===== config.mk =====
export PLATFORM = sky130hd
export DESIGN_NAME = reg_file_wb
export DESIGN_NICKNAME = d
export VERILOG_FILES = /design/src/rtl/reg_file_wb.sv
export SDC_FILE = /design/constraint.sdc
export NUM_CORES = 2
export LEC_CHECK = 0
export BUFFER_PORTS_ARGS = -buffer_cell sky130_fd_sc_hd__buf_2
export CORE_ASPECT_RATIO = 0.75
export CORE_UTILIZATION = 50
export DETAILED_ROUTE_END_ITERATION = 16
export GPL_TIMING_DRIVEN = 0
export PLACE_DENSITY_LB_ADDON = 0.2
export SYNTH_ARGS = -nofsm -noshare
export SYNTH_HDL_FRONTEND = slang
export SYNTH_SLANG_ARGS = --single-unit
export TNS_END_PERCENT = 1

===== constraint.sdc =====
create_clock -name clk -period 37.7 [get_ports clk]
set_input_delay 5.655 -clock clk [delete_from_list [all_inputs] [get_ports clk]]
set_output_delay 5.655 -clock clk [all_outputs]
set_load 0.03 [all_outputs]

===== src/rtl/reg_file_wb.sv =====
// Decode-stage integer register file fed by the write-back stage.
// Decodes the write enable from the WB opcode, forwards same-cycle writes and counts retirements.
module reg_file_wb #(
    parameter int unsigned XLEN   = 32,
    parameter int unsigned NREGS  = 32,
    parameter int unsigned AW     = 5,
    parameter int unsigned CNT_W  = 64,
    parameter int unsigned BYPASS = 1
) (
    input  logic             clk,
    input  logic             rst,
    input  logic             wb_valid,
    input  logic [6:0]       opcode_WB,
    input  logic [AW-1:0]    rd_WB,
    input  logic [XLEN-1:0]  RWrdata,
    input  logic [AW-1:0]    rs1_addr,
    input  logic [AW-1:0]    rs2_addr,
    output logic [XLEN-1:0]  rs1_data,
    output logic [XLEN-1:0]  rs2_data,
    output logic             reg_we,
    output logic [CNT_W-1:0] retired_count
);

    localparam logic [6:0] OpLui   = 7'b0110111;
    localparam logic [6:0] OpAuipc = 7'b0010111;
    localparam logic [6:0] OpJal   = 7'b1101111;
    localparam logic [6:0] OpJalr  = 7'b1100111;
    localparam logic [6:0] OpLoad  = 7'b0000011;
    localparam logic [6:0] OpOpImm = 7'b0010011;
    localparam logic [6:0] OpOp    = 7'b0110011;

    if (AW != $clog2(NREGS)) begin : gen_aw_check
        $error("AW must equal clog2(NREGS)");
    end

    logic [XLEN-1:0]  regs_q [NREGS];
    logic [CNT_W-1:0] retired_q;
    logic [CNT_W-1:0] retired_d;
    logic             writes_rd;

    always_comb begin
        case (opcode_WB)
            OpLui, OpAuipc, OpJal, OpJalr, OpLoad, OpOpImm, OpOp: writes_rd = 1'b1;
            default:                                              writes_rd = 1'b0;
        endcase
    end

    assign reg_we = wb_valid & writes_rd & (rd_WB != '0);

    // Stores, branches and illegal opcodes still retire.
    always_comb begin
        retired_d = retired_q;
        if (wb_valid) begin
            retired_d = retired_q + CNT_W'(1);
        end
    end

    // Async reset wins over any write presented in the same cycle.
    always_ff @(posedge clk or posedge rst) begin
        if (rst) begin
            for (int i = 0; i < int'(NREGS); i++) begin
                regs_q[i] <= '0;
            end
            retired_q <= '0;
        end else begin
            if (reg_we) begin
                regs_q[rd_WB] <= RWrdata;
            end
            retired_q <= retired_d;
        end
    end

    always_comb begin
        rs1_data = '0;
        if (rs1_addr != '0) begin
            if ((BYPASS != 0) && reg_we && (rd_WB == rs1_addr)) begin
                rs1_data = RWrdata;
            end else begin
                rs1_data = regs_q[rs1_addr];
            end
        end
    end

    always_comb begin
        rs2_data = '0;
        if (rs2_addr != '0) begin
            if ((BYPASS != 0) && reg_we && (rd_WB == rs2_addr)) begin
                rs2_data = RWrdata;
            end else begin
                rs2_data = regs_q[rs2_addr];
            end
        end
    end

    assign retired_count = retired_q;

endmodule


Word level (Yosys, flattened, before mapping) --
Cells that the tools add are included. W data, S select, Z words.
Storage, ports and cells: register bits 1088, output and inout bits 129
Cells by class: add/sub/neg operators 1, order comparisons 4, equal/unequal tests 9, mux-type cells 14, bitwise gates (word level) 5, reductions and logical operators 7
Operator list (count):
- $bwmux W1024 | 1
- $bmux W32 S5 | 2
- $mux W32 | 9
- $demux W32 S5 | 1
- $add A64 B1 Y64 const B | 1
- $ge A6 B6 Y1 const B | 3
- $not A5 Y6 | 3
- $reduce_bool A5 Y1 | 3
- $eq A7 B5 Y1 const B | 2
- $eq A7 B6 Y1 const B | 2
- $eq A7 B7 Y1 const B | 2
- $eq A5 B5 Y1 | 2
- $eq A7 B2 Y1 const B | 1
- $reduce_or A7 Y1 | 1
- $lt A6 B1 Y1 const B | 1
- $logic_and A1 B1 Y1 | 3
- $and A1 B1 Y1 | 2
- $mux W1 | 1

Logic depth before layout (Yosys ltp) --
depth in word-level cells 8, mapped depth 11, mapped depth without buffers 7

Least setup slack after synthesis --
No wires, ideal clock.
kind input to output, start input port rs1_addr[3], end output port rs1_data[10], data arrival time 7.699 ns, required time 32.045 ns, slack 24.346 ns, stages on the path 9, buffers on the path 3, path through clkbuf_1 > xnor2_1 > nand3_1 > nor3_1 > and3_1 > clkbuf_1 > clkbuf_1 > nor2_1 > nor3_1
Between the ends: longest elaborated chain between the ends 6
RTL lines:
- from (decl) | RTL line 16 | input logic [AW-1:0] rs1_addr,
- $not A5 Y6 (not written as such) | RTL line 79 | rs1_data = regs_q[rs1_addr];
- $bmux W32 S5 | RTL line 79
- $mux W32 (not written as such) (2 in series) | RTL line 79
- $mux W32 | RTL line 76 | if ((BYPASS != 0) && reg_we && (rd_WB == rs1_addr)) begin
- $mux W32 (*) | RTL line 75 | if (rs1_addr != '0) begin
- to (decl) | RTL line 18 | output logic [XLEN-1:0] rs1_data,
Mark *: on every way between the ends. The rest lies on a longest branch, timed or not. The select of a mux whose other input is x is not followed.

Final worst setup path --
start input port rs1_addr[2], end output port rs1_data[11]
The elaborated chain is that of the path after synthesis.

==> flow_summary.ini <==
[clocking]
post_cts_buffers = 0
cts_buffers = 111
cts_sinks = 1088
root_buffer = clkbuf_16
post_cts_resize_count = 0
cts_tree = built
htreeDepth = 3
clk_pin_slew_worst_paths_ns = 0.06
cts_hold_buf = 0
clk_latency_ns = 0.75
clockBufferDepth = 3

[sta]
tightestPinTransition_ns = 1.266
timing.fmax_mhz = 62.85
slew_viol_final = 0
skew_ns = 0.01839
final_hold_viol_count = 0
slew_headroom = 0.1558
setup_slack_ns = 21.79
fin_setup_tns_ns = 0
period_minus_slack_ns = 15.91
setup_viol = 0
grt_setup_unrepaired = no
fin_crit_sh = 0.4220

[placement]
gp_congestion = 0.9941
dpl.hpwl_um = 148700
portBuffers = 171
placed_cell_area_sq_um = 61410
dp_slack_ns = 22.29

[pwr]
p_per_area_nw_per_um2 = 41.53
p_leak_nw = 30.77
ir_drop_uv = 35.18

[logic_synthesis]
syn-num-nets = 4148
yosysTopAreaCellShare = 0.4666
syn_inst = 4090
synth_top_cell_by_area = dfrtp_1
synth-seq-cells = 1088
synth_area_leaders = dfrtp_1, mux2_2, mux4_2
yosys_warnings = 0
synth_area_sq_um = 58350
synth_seq_area_share = 0.4666
synth_cell_types = 49
syn_area_per_cell_sq_um = 14.27

[global_routing]
top_usage_layer = met1
grt.met3_usage = 0.1564
grt_usage = 0.3512
antenna_found_initial = 20
grt_max_degree = 126
grt_pass1_wl_um = 294500
grtUsageMet2 = 0.4757
grt_overflow = 0
gr-usage-met1 = 0.4974
grt_pass1_vias = 39758

[die]
dieArea_sq_um = 118100
initial_core_util = 0.5044
die_x_um = 396.5
fp.coreArea_sq_um = 115700
ios = 186
die_h_um = 297.8
rows = 108

[setup_path]
setup.worst_path.end_class = output port
critPathArrivalTime_ns = 10.26
r2r-end = retired_count[52]
worst_path_max_delay_cell = nor3_1
path_max_fanout = 10
cpPeakStageDelay_ns = 1.00
crit_required_ns = 32.04
r2r-start = retired_count[0]
rr_worst_depth = 7
ff2ff_setup_slack_ns = 35.12
crit_top_cell = buf_2
critPathKind = in2out
cp_num_cells = 10
cp_top_family = buffers and inverters
critPathBufInv = 5
worst_setup_path_start_kind = primary input
crit_chain = buf_2 > buf_2 > buf_2 > nand2b_1 > clkbuf_1 > o22ai_1 > a31o_2 > nor2_1 > nor3_1 > buf_2

[layout]
fillers = 9456
area_growth_pct = 12.08
nNetsFinal = 4442
layout_common_cells = dfrtp_1, mux2_2, mux4_2
stdcell_area_sq_um = 65400
layout_commonest_cell = dfrtp_1
layout-drive-gt1-share = 0.4569
seq_area_sq_um = 27230
multi_input_area_sq_um = 29000

[routing]
via_per_inst = 6.762
wl_um = 206800
first_pass_iters = 12
wl_per_cell_um = 34.25
dr_total_vias = 40824
first_iter_violations = 5892
ant_nets = 0
drcViolationCount = 4

[min_path]
worstHoldEndpoint = retired_count[63]
hold_class = reg2reg
worstHoldPathCells = 1
hold_start = retired_count[63]

[outcome]
violations = DRC
status = complete, but fails checks

[flow_run]
maxCapViolations = 0
## cells in the mapped netlist (all sizes together)
| cell | count |
|---|---|
| dfrtp | 1088 |
| mux2 | 1012 |
| mux4 | 447 |
| mux2i | 300 |
| buf | 238 |
| clkbuf | 207 |
| nor3 | 155 |
| nor2 | 154 |
| o22ai | 81 |
| a22oi | 63 |
| nand3 | 50 |
| a21oi | 48 |
| nand2 | 46 |
| xnor2 | 46 |
| and3 | 36 |
| xor2 | 27 |
| or3 | 15 |
| nand4 | 14 |
| a31o | 12 |
| inv | 7 |
| or2 | 6 |
| nand3b | 5 |
| nor2b | 4 |
| o21ai | 4 |
| a221oi | 3 |
| and2 | 3 |
| and4 | 3 |
| nand2b | 3 |
| nor4 | 3 |
| a32oi | 2 |
| nor3b | 2 |
| or4 | 2 |
| and3b | 1 |
| ha | 1 |
| nand4b | 1 |
| or3b | 1 |
## state kept, by name, summed over array words and instances, names as in the netlist
| signal | flops |
|---|---|
| regs_q | 1024 |
| retired_count | 64 |
## kinds of logic after synthesis
kind of cell	Yosys count	share of synthesized area
AO/OA/AOI/OAI	213	0.02400
XOR/XNOR	73	0.01096
adder cells (fa/ha/maj)	1	0.0002144
buffers and inverters	452	0.03643
flip-flops	1088	0.4666
multiplexers	1759	0.4193
AND/OR/NAND/NOR	504	0.04248
## through the flow
stage          hold WS (ns)    util  cells  power [mW]
5_1_grt              0.5026  0.5651   6022       2.784
3_5_place_dp         0.4645  0.5309   5811       1.522
3_3_place_gp         0.4516  0.5285   5801       1.518
2_1_floorplan        0.4413       -   4090       1.416
6_report             0.4681  0.5654   6037       2.716
4_1_cts              0.4772  0.5650   6018       2.713
## power breakdown
group	switching (mW)	total [mW]	internal (mW)
registers	0.0251	1.22	1.20
clock network	0.503	1.21	0.703
logic	0.189	0.288	0.0988
total	0.717	2.72	2.00
## area by class of cell
type / count / area share
tap: 1540 / 0.02946
clock inverter: 49 / 0.009795
timing repair buffer: 181 / 0.01730
inverter: 7 / 0.0005166
sequential: 1088 / 0.4163
buffer: 445 / 0.03210
clock buffer: 158 / 0.05041
multi-input combinational: 2550 / 0.4434
antenna: 19 / 0.0007270
## worst max path at each step
stage,start,end,slack [ns]
2_1_floorplan,rst,regs_q[0],1.41
3_3_place_gp,rst,regs_q[902],-11.57
3_5_place_dp,rs1_addr[2],rs1_data[11],22.29
4_1_cts,rs1_addr[2],rs1_data[11],22.28
5_1_grt,rs1_addr[2],rs1_data[11],21.91
6_report,rs1_addr[2],rs1_data[11],21.79
## layer usage
layer  up-vias  share of wire
li1      16131              -
met1     21637           0.41
met2      2558           0.41
met3       492           0.14
met4         6          0.041
met5         -        0.00021
Note: power is estimated with default switching activity, not from simulation.
